$ cat src/rtl/tone_pkg.sv
// Shared definitions for the tone player: note half-period table, lookup helper
// and FSM state type.
package tone_pkg;

  localparam int unsigned NOTE_TABLE_N = 32;

  localparam logic [31:0] NOTE_TABLE [NOTE_TABLE_N] = '{
    32'd50000,  32'd53000,  32'd56000,  32'd60000,
    32'd63000,  32'd67000,  32'd70000,  32'd75000,
    32'd80000,  32'd85000,  32'd90000,  32'd95000,
    32'd100000, 32'd107000, 32'd113000, 32'd120000,
    32'd127000, 32'd135000, 32'd143000, 32'd150000,
    32'd160000, 32'd170000, 32'd180000, 32'd192000,
    32'd203000, 32'd215000, 32'd227000, 32'd240000,
    32'd254000, 32'd270000, 32'd286000, 32'd290000
  };

  typedef enum logic [1:0] {
    ST_IDLE,
    ST_PLAY,
    ST_GAP
  } tone_state_e;

  // Unshifted half-period in clk cycles; codes outside the table are silence.
  function automatic logic [31:0] note_half(input logic [31:0] code);
    if (code < 32'(NOTE_TABLE_N))
      return NOTE_TABLE[code[4:0]];
    else
      return '0;
  endfunction

endpackage

$ cat src/rtl/tone_player_if.sv
// Note request channel (valid/ready plus note fields) between the sound
// sequencer (master) and the tone player (slave).
interface tone_player_if #(
  parameter int unsigned NOTE_W = 5,
  parameter int unsigned DUR_W  = 16
);
  logic              note_valid;
  logic              note_ready;
  logic [NOTE_W-1:0] note_code;
  logic [DUR_W-1:0]  note_dur;
  logic              note_rest;

  modport master (
    output note_valid, note_code, note_dur, note_rest,
    input  note_ready
  );

  modport slave (
    input  note_valid, note_code, note_dur, note_rest,
    output note_ready
  );
endinterface

$ cat src/rtl/tone_tick_gen.sv
// Duration prescaler: counts 0..TICK_DIV-1 and flags the wrap cycle as a tick.
// Synchronous clear restarts the count at 0.
module tone_tick_gen #(
  parameter int unsigned TICK_DIV = 100000
) (
  input  logic clk,
  input  logic rst,
  input  logic clr,
  output logic tick
);

  localparam int unsigned TW = (TICK_DIV > 1) ? $clog2(TICK_DIV) : 1;
  localparam logic [TW-1:0] LAST = TW'(TICK_DIV - 1);

  logic [TW-1:0] cnt;

  always_ff @(posedge clk or posedge rst) begin
    if (rst)
      cnt <= '0;
    else if (clr || cnt == LAST)
      cnt <= '0;
    else
      cnt <= cnt + TW'(1);
  end

  // Not gated by clr: the FSM derives clr from tick, so gating would loop.
  assign tick = (cnt == LAST);

endmodule

$ cat src/rtl/tone_player.sv
// Square-wave note player with valid/ready note input, duration, rests,
// articulation gap and done pulse. Define TONE_PLAYER_ABORT_EN to add abort.
module tone_player
  import tone_pkg::*;
#(
  parameter int unsigned CNT_W     = 18,
  parameter int unsigned NOTE_W    = 5,
  parameter int unsigned DUR_W     = 16,
  parameter int unsigned TICK_DIV  = 100000,
  parameter int unsigned GAP_TICKS = 10,
  parameter int unsigned DIV_SHIFT = 0
) (
  input  logic          clk,
  input  logic          rst,
  tone_player_if.slave  note,
`ifdef TONE_PLAYER_ABORT_EN
  input  logic          abort,
`endif
  output logic          audio,
  output logic          busy,
  output logic          note_done
);

  localparam int unsigned GAP_W = (GAP_TICKS > 0) ? $clog2(GAP_TICKS + 1) : 1;

  tone_state_e       state, state_n;
  logic [CNT_W-1:0]  half_r, half_cnt, half_new;
  logic [DUR_W-1:0]  dur_cnt;
  logic [GAP_W-1:0]  gap_cnt;
  logic [NOTE_W-1:0] code_s;
  logic              tick, tick_clr;
  logic              load, play_end, abort_hit, done_c;

  tone_tick_gen #(
    .TICK_DIV (TICK_DIV)
  ) u_tick (
    .clk  (clk),
    .rst  (rst),
    .clr  (tick_clr),
    .tick (tick)
  );

  assign code_s   = note.note_code;
  // Shift on the full-width table value, then truncate to the counter width.
  assign half_new = note.note_rest ? '0
                  : CNT_W'(note_half(32'(code_s)) >> DIV_SHIFT);

  assign note.note_ready = (state == ST_IDLE);
  assign busy            = (state != ST_IDLE);

  always_ff @(posedge clk or posedge rst) begin
    if (rst)
      state <= ST_IDLE;
    else
      state <= state_n;
  end

  always_comb begin
    state_n   = state;
    load      = 1'b0;
    play_end  = 1'b0;
    abort_hit = 1'b0;
`ifdef TONE_PLAYER_ABORT_EN
    abort_hit = abort && (state != ST_IDLE);
`endif
    unique case (state)
      ST_IDLE: begin
        if (note.note_valid) begin
          load    = 1'b1;
          state_n = ST_PLAY;
        end
      end
      ST_PLAY: begin
        // dur_cnt can only be 0 here if the note was accepted with dur=0.
        if (dur_cnt == '0 || (tick && dur_cnt == DUR_W'(1))) begin
          play_end = 1'b1;
          state_n  = (GAP_TICKS == 0) ? ST_IDLE : ST_GAP;
        end
      end
      ST_GAP: begin
        if (tick && gap_cnt == GAP_W'(1))
          state_n = ST_IDLE;
      end
      default: state_n = ST_IDLE;
    endcase
    if (abort_hit) begin
      play_end = 1'b0;
      state_n  = ST_IDLE;
    end
  end

  assign done_c   = play_end || abort_hit;
  assign tick_clr = (state == ST_IDLE) || done_c;

  always_ff @(posedge clk or posedge rst) begin
    if (rst) begin
      audio     <= 1'b0;
      note_done <= 1'b0;
      half_r    <= '0;
      half_cnt  <= '0;
      dur_cnt   <= '0;
      gap_cnt   <= '0;
    end else begin
      note_done <= done_c;

      if (load) begin
        half_r   <= half_new;
        half_cnt <= half_new;
        dur_cnt  <= note.note_dur;
        audio    <= 1'b0;
      end else if (state == ST_PLAY && !done_c) begin
        if (tick)
          dur_cnt <= dur_cnt - DUR_W'(1);
        if (half_r == '0) begin
          audio <= 1'b0;
        end else if (half_cnt > CNT_W'(1)) begin
          half_cnt <= half_cnt - CNT_W'(1);
        end else begin
          half_cnt <= half_r;
          audio    <= ~audio;
        end
      end else begin
        audio <= 1'b0;
      end

      if (play_end)
        gap_cnt <= GAP_W'(GAP_TICKS);
      else if (state == ST_GAP && tick)
        gap_cnt <= gap_cnt - GAP_W'(1);
    end
  end

endmodule

$ cat src/flat_wrapper.sv
// flat-port wrapper written by rule: the top's interface ports become plain ports
module tone_player_flat import tone_pkg::*;
#(
  parameter int unsigned CNT_W     = 18,
  parameter int unsigned NOTE_W    = 5,
  parameter int unsigned DUR_W     = 16,
  parameter int unsigned TICK_DIV  = 100000,
  parameter int unsigned GAP_TICKS = 10,
  parameter int unsigned DIV_SHIFT = 0
)
  (clk, rst, audio, busy, note_done, note_note_valid, note_note_code, note_note_dur, note_note_rest, note_note_ready);
  tone_player_if #(.NOTE_W(NOTE_W), .DUR_W(DUR_W)) note_i ();
  input  logic clk;
  input  logic rst;
  output logic audio;
  output logic busy;
  output logic note_done;
  input wire logic [$bits(note_i.note_valid)-1:0] note_note_valid;
  input wire logic [$bits(note_i.note_code)-1:0] note_note_code;
  input wire logic [$bits(note_i.note_dur)-1:0] note_note_dur;
  input wire logic [$bits(note_i.note_rest)-1:0] note_note_rest;
  output wire logic [$bits(note_i.note_ready)-1:0] note_note_ready;
  assign note_i.note_valid = note_note_valid;
  assign note_i.note_code = note_note_code;
  assign note_i.note_dur = note_note_dur;
  assign note_i.note_rest = note_note_rest;
  assign note_note_ready = note_i.note_ready;
  tone_player #(.CNT_W(CNT_W), .NOTE_W(NOTE_W), .DUR_W(DUR_W), .TICK_DIV(TICK_DIV), .GAP_TICKS(GAP_TICKS), .DIV_SHIFT(DIV_SHIFT)) u_core (.clk(clk), .rst(rst), .note(note_i), .audio(audio), .busy(busy), .note_done(note_done));
endmodule
$ cat config.mk
export PLATFORM = sky130hd
export DESIGN_NAME = tone_player_flat
export DESIGN_NICKNAME = d
export VERILOG_FILES = /design/src/rtl/tone_pkg.sv /design/src/rtl/tone_player_if.sv /design/src/rtl/tone_tick_gen.sv /design/src/rtl/tone_player.sv /design/src/flat_wrapper.sv
export SDC_FILE = /design/constraint.sdc
export NUM_CORES = 1
export LEC_CHECK = 0
export CORE_MARGIN = 2
export CORE_UTILIZATION = 45
export DETAILED_ROUTE_END_ITERATION = 16
export DONT_BUFFER_PORTS = 1
export PLACE_DENSITY_LB_ADDON = 0.15
export SYNTH_ARGS = -nofsm -noshare
export SYNTH_HDL_FRONTEND = slang
export SYNTH_SLANG_ARGS = --single-unit
$ cat constraint.sdc
create_clock -name clk -period 2.7 [get_ports clk]
set_input_delay 0.81 -clock clk [delete_from_list [all_inputs] [get_ports clk]]
set_output_delay 0.81 -clock clk [all_outputs]
set_load 0.05 [all_outputs]
; ---- Yosys cells after proc, flatten, opt, wreduce, memory -nomap -nowiden
; Memories as Yosys holds them, arrays and structs flattened.
; Index checks and enable logic that the tools add are counted.
[word_totals]
mem_bits_ro = 1024
inputBits = 25
word_cells = 70
out_inout_bits = 4
register_bits = 77
mem_count = 1
[mem_list]
columns = memory, words, width, read_ports, rd_ports_with_merged_regs, wr, line_no
row1 = (name not given), 32, 32, 1, 0, 0, tone_pkg.sv:27  ; return NOTE_TABLE[code[4:0]];
[classes]
n_lt_le_gt_ge = 2
eq_ne = 10
n_mux = 25
reduce_logical = 18
bitwise_logic = 2
addsub = 4
[ops]
columns = cell, count
row1 = 2-to-1 mux 18 bit, 7
row2 = 2-to-1 mux 16 bit, 3
row3 = "greater-than comparator 18 x 1 -> 1 bit, second input constant", 1
row4 = logical NOT 18 bit, 1
row5 = "subtractor 18 x 1 -> 18 bit, second input constant", 1
row6 = "adder 17 x 1 -> 17 bit, second input constant", 1
row7 = "== test 17 bit, second input constant", 1
row8 = 2-to-1 mux 17 bit, 1
row9 = "== test 16 x 1 -> 1 bit, second input constant", 1
row10 = logical NOT 16 bit, 1
row11 = "subtractor 16 x 1 -> 16 bit, second input constant", 1
row12 = 2-to-1 mux 1 bit, 8
row13 = 2-to-1 mux 4 bit, 2
row14 = nonzero test 2 bit, 4
row15 = ">= comparator 6 bit, second input constant", 1
row16 = 2-to-1 mux 2 bit, 3
row17 = "!= test 2 x 1 -> 1 bit, second input constant", 3
row18 = inverter 5 -> 6 bit, 1
row19 = one-hot mux 2 bit (3 select lines), 1
row20 = "== test 4 x 1 -> 1 bit, second input constant", 1
row21 = logical AND 1 bit, 4
row22 = "!= test 4 x 3 -> 1 bit, second input constant", 1
row23 = AND reduction 2 bit, 2
row24 = "subtractor 4 x 1 -> 4 bit, second input constant", 1
row25 = other kinds (8), 10

; ---- Logic depth before layout (Yosys ltp)
; Gate-level depths: netlist (run 1).
[depth]
depth_word = 9
mapped_depth = 10
mapped_depth_nobuf = 8

; ---- Cells and area by module
; A second synthesis (run 1) with hierarchy kept.
[unflattened]
cells_unflattened = 553
area_unflattened_um2 = 4878.4
[by_module_without_submodules]
columns = mod, cells_per_inst, area_each_um2, seq_area_each_um2, n_inst
row1 = tone_player, 463, 4001.3, 1426.4, 1
row2 = tone_tick_gen, 90, 877.1, 425.4, 1

; ---- Worst setup path after synthesis (run 1)
; OpenSTA, ideal clock, no wires.
[synth_timing]
path_type = input port to flip-flop
startpoint = input note_note_code[0]
endpoint = register u_core.half_cnt[10]
arrival_time_ns = 2.463
cell_stages = 8
t_required_ns = 2.580
n_path_buf = 0
setup_time_ns = 0.120
setup_slack_ns = 0.116
path_cell_list = inv_1 ha_1 inv_1 mux4_2 o211ai_1 a21bo_2 a2111o_1 o211a_1
[synth_via]
elab_chain_cells = 6
[synth_rtl]
columns = item, line_no
row1 = "start, declared", flat_wrapper.sv:19  ; input wire logic [$bits(note_i.note_code)-1:0] note_note_code;
row2 = inverter 5 -> 6 bit (implied by the code), tone_pkg.sv:27
row3 = memory read (32 x 32 bit), n/a
row4 = 2-to-1 mux 18 bit (implied by the code) (2 in series), tone_pkg.sv:27
row5 = 2-to-1 mux 18 bit, tone_player.sv:45  ; assign half_new = note.note_rest ? '0
row6 = 2-to-1 mux 18 bit, tone_player.sv:106  ; if (load) begin
row7 = "end signal, assigned", tone_player.sv:108  ; half_cnt <= half_new;
row8 = "end signal, assigned", tone_player.sv:117  ; half_cnt <= half_cnt - CNT_W'(1);
row9 = "end signal, assigned", tone_player.sv:119  ; half_cnt <= half_r;
row10 = "end, declared", tone_player.sv:27  ; logic [CNT_W-1:0] half_r, half_cnt, half_new;
; Every way passes these cells. The select of a mux whose other input is x is not followed.
; A chain may end at the register's enable or synchronous reset.

; ---- Worst setup path after layout (run 1)
[layout_timing]
startpoint = register u_core.u_tick.cnt[5]
endpoint = register u_core.half_cnt[14]
[layout_via]
elab_chain_cells = 9
[layout_rtl]
columns = item, line_no
row1 = "start, declared", tone_tick_gen.sv:15  ; logic [TW-1:0] cnt;
row2 = "start signal, assigned", tone_tick_gen.sv:23  ; cnt <= cnt + TW'(1);
row3 = == test 17 bit, tone_tick_gen.sv:27  ; assign tick = (cnt == LAST);
row4 = logical AND 1 bit, tone_player.sv:75  ; if (dur_cnt == '0 || (tick && dur_cnt == DUR_W'(1))) begin
row5 = logical OR 1 bit, tone_player.sv:75
row6 = 2-to-1 mux 1 bit, tone_player.sv:75
row7 = 2-to-1 mux 1 bit, tone_player.sv:66  ; unique case (state)
row8 = logical NOT 1 bit, tone_player.sv:111  ; end else if (state == ST_PLAY && !done_c) begin
row9 = logical AND 1 bit, tone_player.sv:111
row10 = nonzero test 2 bit (no source line), n/a
row11 = AND reduction 2 bit (no source line), n/a
; Every way passes these cells.

==> impl_metrics.csv, run 1 <==
group,metric,value,unit
status,outcome,"finished, final reports clean",
synth,synth_area,0.004918,sq mm
min_path,hold_path.class,"input pin to asynchronous set/reset pin",
clock_tree,cts_buffers,9,
floorplanning,coreArea,0.01075,sq mm
power,power,2.264,mW
global_route,antenna_found_initial,0,
placement,gp_congestion,0.9246,
clock_tree,clk_pin_slew,0.08,ns
layout,insertedDiodeCount,0,
synth,synthArstFlopShare,100.0,%
synth,synth_edf_count,0,
synth,synth_area_leaders,"dfrtp_1, nand2_1, nor2_1",
clock_tree,clk_latency,0.36,ns
synth,synthFlopType,"dfrtp_1",
placement,portBuffers,0,
timing,timing.fmax,403.8,MHz
synth,syn_avg_cell_area,8.599,sq um
critical_path,cp.arrival,2.72,ns
layout,areaGrowthSynthToFinish,9.260,%
drt,drc_errors,0,
synth,postSynthCellCount,572,
timing,setup_ws,0.2238,ns
drt,via_count,4193,
placement,dp_slack,-0.005052,ns
global_route,grt_usage,21.23,%
clock_tree,clockBufferDepth,2,
floorplanning,row_count,38,
global_route,grt_pass1_wl,19460,um
synth,synth.top_cell.area_share,37.65,%
power,power.density,421.3,mW/mm^2
timing,post-route-min-period,2.476,ns
placement,postPlaceCellArea,0.005155,sq mm
critical_path,cp_top_family,"simple AND/OR/NAND/NOR gates",
clock_tree,cts_resized,0,
synth,synth_cell_type_count,79,
synth,yosys.area.top_type,"dfrtp_1",
layout,fin_util,50.01,%
critical_path,worst-setup-path-type,"register to register",
timing,slew_violations,0,
synth,synth_nets,610,
timing,worst_pin_slew,0.7379,ns
timing,fin_crit_sh,91.71,%
clock_tree,clkSinkCount,74,
synth,ys_seq_area_share,37.65,%
floorplanning,io_pins,29,
floorplanning,die_width,108.5,um
clock_tree,cts_tree,"done",
global_route,overflow,0,
critical_path,slowest_delay,0.57,ns
timing,hold_violations,0,
layout,nNetsFinal,618,
drt,viasPerCell,5.783,
clock_tree,ctsHtreeMaxLevel,3,
floorplanning,die-area,0.01178,sq mm
timing,rsz0062_at_grt,"no",
run,maxCapViolations,0,
critical_path,worst_setup_path_end_kind,"register",
critical_path,start_kind,"register",
timing,skew,0.008458,ns
layout,stdcell_area,0.005374,sq mm
power,cellLeakagePower,2.299,nW
global_route,first_global_vias,3927,
critical_path,crit_slowest_cell,"or4_4",
drt,post_drt_wl_per_cell,16.49,um
clock_tree,root_buffer,"clkbuf_8",
layout,ff_latch_area,0.001852,sq mm
drt,finalWirelength,11960,um
layout,multi_input_area,0.002800,sq mm
critical_path,cp_max_fo,7,
drt,dr.pass1.iters,5,
floorplanning,fp.dieH,108.5,um
global_route,grt_max_degree,41,
timing,finalSetupViolations,0,
critical_path,cp_data_required_time,2.94,ns
layout,n_fill_cell,1062,
layout,drive_above_1_share,13.16,%
synth,synth_warnings,0,
power,vdd_ir_drop_max,0.0002494,V
floorplanning,initial_core_util,45.77,%
placement,place_hpwl,8710,um
drt,drt_iter0_markers,288,
clock_tree,post_cts_buffers,0,
timing,slew_headroom,50.69,%
synth,synth_seq_cells,74,
critical_path,worstPathCellList,"or4_4 > nor4_4 > a21o_2 > a21oi_1 > buf_4 > o22ai_1 > o2bb2a_1",
critical_path,path_buf_inv,1,
drt,antenna_left,0,
timing,hold_ws,0.3993,ns
==> layer usage <==
metal	global-route usage (%)	wire (um)	vias up
met2	34.82	5576	112
met1	28.43	5619	2004
li1	-	-	2061
met3	4.340	584	16
met4	5.952	174	0
met5	0	0	-
==> power breakdown <==
part | switching (mW) | total, mW | internal (mW)
clock network | 0.414 | 0.957 | 0.543
logic | 0.0869 | 0.161 | 0.0743
registers | 0.0185 | 1.15 | 1.13
total | 0.520 | 2.26 | 1.74
==> cell families after synthesis <==
group	share of synthesized area, %
and+or+nand+nor	24.73
DFF	37.65
AOI/OAI and AO/OA	18.85
muxes	3.994
xor gates and xnor gates	6.054
adders and majority gates	3.307
buffers and inverters	5.418
==> final cells by class <==
type	count	area share (%)
sequential	74	34.46
multi-input combinational	441	52.11
clock buffer	11	2.631
timing repair buffer	30	4.424
clock inverter	5	1.444
tap	140	3.260
inverter	24	1.676
==> sequential cells by signal (all words and copies together), names as in the netlist <==
name / cells
u_core.half_cnt: 18
u_core.u_tick.cnt: 17
u_core.dur_cnt: 16
u_core.half_r: 15
u_core.gap_cnt: 4
u_core.state: 2
u_core.audio: 1
u_core.note_done: 1
==> stage by stage <==
| stage | std cells | TNS, ns |
|---|---|---|
| floorplan | 572 | 0 |
| global placement | 709 | 0 |
| detailed placement | 709 | -0.005052 |
| CTS | 725 | 0 |
| global route | 725 | 0 |
| finish | 725 | 0 |
==> path summary, 6_finish.rpt <==
kind	endpoint	cells after the start	startpoint	slack (ns)
setup / recovery	u_core.half_cnt[14]$_DFFE_PP0P_	7	u_core.u_tick.cnt[5]$_DFF_PP0_	0.22
setup reg to reg	u_core.half_cnt[14]$_DFFE_PP0P_	7	u_core.u_tick.cnt[5]$_DFF_PP0_	0.22
min in group clk	u_core.u_tick.cnt[0]$_DFF_PP0_	1	u_core.u_tick.cnt[0]$_DFF_PP0_	0.49
hold reg to reg	u_core.u_tick.cnt[0]$_DFF_PP0_	1	u_core.u_tick.cnt[0]$_DFF_PP0_	0.49
max in group asynchronous	u_core.half_cnt[11]$_DFFE_PP0P_	2	rst	1.63
hold / removal	u_core.half_cnt[9]$_DFFE_PP0P_	1	rst	0.40
==> worst reg2reg max path, stage by stage (launching register included) <==
cell and delay, ns:
dfrtp_1 0.45, or4_4 0.57, nor4_4 0.34, a21o_2 0.23, a21oi_1 0.15, buf_4 0.21, o22ai_1 0.18, o2bb2a_1 0.24
==> cell usage after synthesis, types with 3 or more instances <==
| cell type | number |
|---|---|
| nor3_2 | 5 |
| nor4_1 | 17 |
| nand2b_1 | 6 |
| o21ai_0 | 32 |
| a211oi_1 | 4 |
| nand3b_1 | 3 |
| or2_2 | 4 |
| inv_1 | 24 |
| mux2i_1 | 5 |
| buf_1 | 4 |
| nor2_1 | 62 |
| or4_1 | 3 |
| buf_2 | 6 |
| ha_1 | 13 |
| dfrtp_1 | 74 |
| nor3_1 | 12 |
| and3_1 | 5 |
| a2bb2oi_1 | 4 |
| a31oi_1 | 6 |
| clkbuf_8 | 3 |
| xor2_1 | 11 |
| o31ai_1 | 3 |
| or3_1 | 7 |
| mux2_2 | 3 |
| a21oi_1 | 39 |
| o22ai_1 | 4 |
| clkbuf_1 | 18 |
| a21o_1 | 8 |
| xnor2_1 | 23 |
| mux4_2 | 5 |
| nand3_1 | 19 |
| nand4_1 | 7 |
| o211ai_1 | 4 |
| nand2_1 | 75 |
==> timing repair <==
action,4_1_cts,5_1_grt
endpoints found under the setup margin,0,6
hold buffers,0,0
endpoints found under the hold margin,0,0
==> layout by cell type (no fill, tap or decap), types with 3 or more instances in the layout <==
cell type	n
nand2_1	75
dfrtp_1	74
nor2_1	62
a21oi_1	39
o21ai_0	32
buf_4	29
inv_1	23
xnor2_1	23
nand3_1	19
nor4_1	17
ha_1	13
nor3_1	12
xor2_1	11
clkbuf_8	10
a21o_1	8
or3_1	7
nand4_1	7
nand2b_1	6
a31oi_1	6
nor3_2	5
mux4_2	5
and3_1	5
mux2i_1	5
o211ai_1	4
a2bb2oi_1	4
or2_2	4
a211oi_1	4
o22ai_1	4
o31ai_1	3
mux2_2	3
nand3b_1	3
or4_1	3
No activity file was read; power rests on OpenSTA's default activity.
==> run 2: changes to the inputs <==
--- a/config.mk
+++ b/config.mk
@@ -5,7 +5,7 @@
 export SDC_FILE = /design/constraint.sdc
 export NUM_CORES = 1
 export LEC_CHECK = 0
-export CORE_MARGIN = 2
+export CORE_MARGIN = 10
 export CORE_UTILIZATION = 45
 export DETAILED_ROUTE_END_ITERATION = 16
 export DONT_BUFFER_PORTS = 1
==> run 2 against run 1 <==
Die area up 32%. Clock power shrank 9.9%. Hold slack got worse by 0.017 ns. Critical path type unchanged. Largest power group unchanged.
==> impl_metrics.csv, run 2 (same netlist as run 1, synthesis figures left out) <==
group,metric,value,unit
floorplanning,initial_core_util,45.57,%
clock_tree,cts_resized,0,
critical_path,cp_top_family,"simple AND/OR/NAND/NOR gates",
layout,largest_reg_flops,18,
critical_path,timing.rr.end,"u_core.dur_cnt[11]$_DFFE_PP0P_",
placement,gp_congestion,0.9130,
clock_tree,clk_latency,0.36,ns
layout,final_common_cell,"nand2_1",
critical_path,cp_max_fo,18,
critical_path,cp_data_required_time,2.92,ns
critical_path,worstPathCellList,"or4_4 > nor4_4 > o311ai_4 > nor4_1 > xnor2_1 > a21oi_1",
clock_tree,cts_buffers,9,
timing,post-route-min-period,2.522,ns
global_route,antenna_found_initial,0,
floorplanning,die_width,124.5,um
critical_path,timing.rr.start,"u_core.u_tick.cnt[11]$_DFF_PP0_",
clock_tree,ctsHtreeMaxLevel,3,
global_route,grt_usage,15.34,%
layout,n_fill_cell,1046,
clock_tree,cts-hold-fix-buffers,0,
timing,hold_violations,0,
placement,dp.cells,711,
critical_path,worst-r2r-cell-count,6,
min_path,hold_path.class,"input pin to asynchronous set/reset pin",
drt,viasPerCell,5.814,
power,vdd_ir_drop_max,0.0002983,V
clock_tree,clockBufferDepth,2,
drt,dr.pass1.iters,5,
critical_path,crit_slowest_cell,"or4_4",
timing,hold_ws,0.3824,ns
power,cellLeakagePower,2.289,nW
layout,drive_above_1_share,13.63,%
global_route,overflow,0,
clock_tree,clkSinkCount,74,
drt,antenna_left,0,
drt,drt_iter0_markers,364,
drt,drc_errors,0,
layout,regMostFlops,"u_core.half_cnt",
critical_path,worst-setup-path-type,"register to register",
layout,fin_cells,727,
critical_path,cp.arrival,2.74,ns
floorplanning,coreArea,0.01079,sq mm
drt,post_drt_wl_per_cell,16.50,um
floorplanning,fp.dieH,124.5,um
floorplanning,die-area,0.01551,sq mm
timing,fin_crit_sh,93.40,%
placement,portBuffers,0,
clock_tree,cts_tree,"done",
layout,insertedDiodeCount,0,
layout,nNetsFinal,620,
critical_path,r2r_setup_slack,0.18,ns
layout,reg_top3,"u_core.half_cnt: 18 flops, u_core.u_tick.cnt: 17 flops, u_core.dur_cnt: 16 flops",
floorplanning,io_pins,29,
clock_tree,post_cts_buffers,0,
global_route,first_global_vias,4087,
timing,worst_pin_slew,0.8430,ns
critical_path,slowest_delay,0.54,ns
clock_tree,root_buffer,"clkbuf_8",
layout,areaGrowthSynthToFinish,8.954,%
global_route,grt_pass1_wl,20280,um
critical_path,path_buf_inv,0,
drt,finalWirelength,12000,um
clock_tree,clk_pin_slew,0.08,ns
timing,skew,0.01130,ns
timing,rsz0062_at_grt,"no",
layout,final_cell_mix,"nand2_1, dfrtp_1, nor2_1, a21oi_1",
run,maxCapViolations,0,
timing,timing.fmax,396.6,MHz
timing,slew_headroom,43.67,%
timing,finalSetupViolations,0,
placement,place_hpwl,8672,um
critical_path,worst_setup_path_end_kind,"register",
global_route,grt_max_degree,50,
power,power.density,404.1,mW/mm^2
power,power,2.166,mW
timing,tns,0,ns
timing,slew_violations,0,
drt,via_count,4227,
status,outcome,"finished, final reports clean",
floorplanning,row_count,38,
critical_path,start_kind,"register",
## run 2: cell types whose count changed in the layout (fill, tap and decap cells not counted)
cell,previous run,this run
clkinv_2,2,1
buf_4,29,32
nor4_1,17,16
buf_12,1,0
clkbuf_8,10,9
nor4_2,1,2
bufinv_16,2,1
clkinvlp_4,1,2
clkinv_4,0,2
## run 2: how the worst max path moves through the flow
stage | depth (start not counted) | startpoint | end
5_1_grt | 6 | u_core.u_tick.cnt[11]$_DFF_PP0_ | u_core.dur_cnt[13]$_DFFE_PP0P_
6_report | 6 | u_core.u_tick.cnt[11]$_DFF_PP0_ | u_core.dur_cnt[11]$_DFFE_PP0P_
3_3_place_gp | 10 | note_note_code[1] | u_core.half_cnt[14]$_DFFE_PP0P_
3_5_place_dp | 10 | note_note_code[1] | u_core.half_cnt[14]$_DFFE_PP0P_
2_1_floorplan | 1 | rst | u_core.audio$_DFFE_PP0P_
4_1_cts | 6 | u_core.u_tick.cnt[11]$_DFF_PP0_ | u_core.dur_cnt[9]$_DFFE_PP0P_
## run 2: area by class of cell
| class | instances | area, sq um | area share (%) |
|---|---|---|---|
| Sequential cell | 74 | 1852 | 34.56 |
| Clock buffer | 10 | 127.6 | 2.382 |
| Tap cell | 140 | 175.2 | 3.269 |
| Clock inverter | 6 | 67.56 | 1.261 |
| Multi-Input combinational cell | 441 | 2806 | 52.37 |
| Inverter | 24 | 90.09 | 1.681 |
| Timing Repair Buffer | 32 | 240.2 | 4.483 |
## run 2: metrics by stage
| step | utilization [%] | setup WS (ns) | instance area [sq um] |
|---|---|---|---|
| floorplan | - | 0.008377 | 4918 |
| global placement | 47.79 | 0.07871 | 5157 |
| detailed placement | 47.79 | 0.03262 | 5157 |
| CTS | 49.59 | 0.1608 | 5353 |
| global route | 49.65 | 0.02045 | 5359 |
| finish | 49.65 | 0.1783 | 5359 |
## run 2: layer usage
layer | global-route usage [%] | wire, um
met5 | 0 | 0
met4 | 4.592 | 144
met3 | 3.532 | 479
met2 | 24.63 | 5732
met1 | 19.99 | 5639
## run 2: worst reg2reg max path, delay by kind of cell, from the launching register on
family	cells	cell delay (ns)
AND/OR/NAND/NOR	3	1.36
flip-flops	1	0.42
XOR/XNOR	1	0.16
AO/OA/AOI/OAI	2	0.44
## run 2: power breakdown
part | internal, mW | switching, mW
clock | 0.428 | 0.434
sequential | 1.13 | 0.0197
combinational | 0.0737 | 0.0829
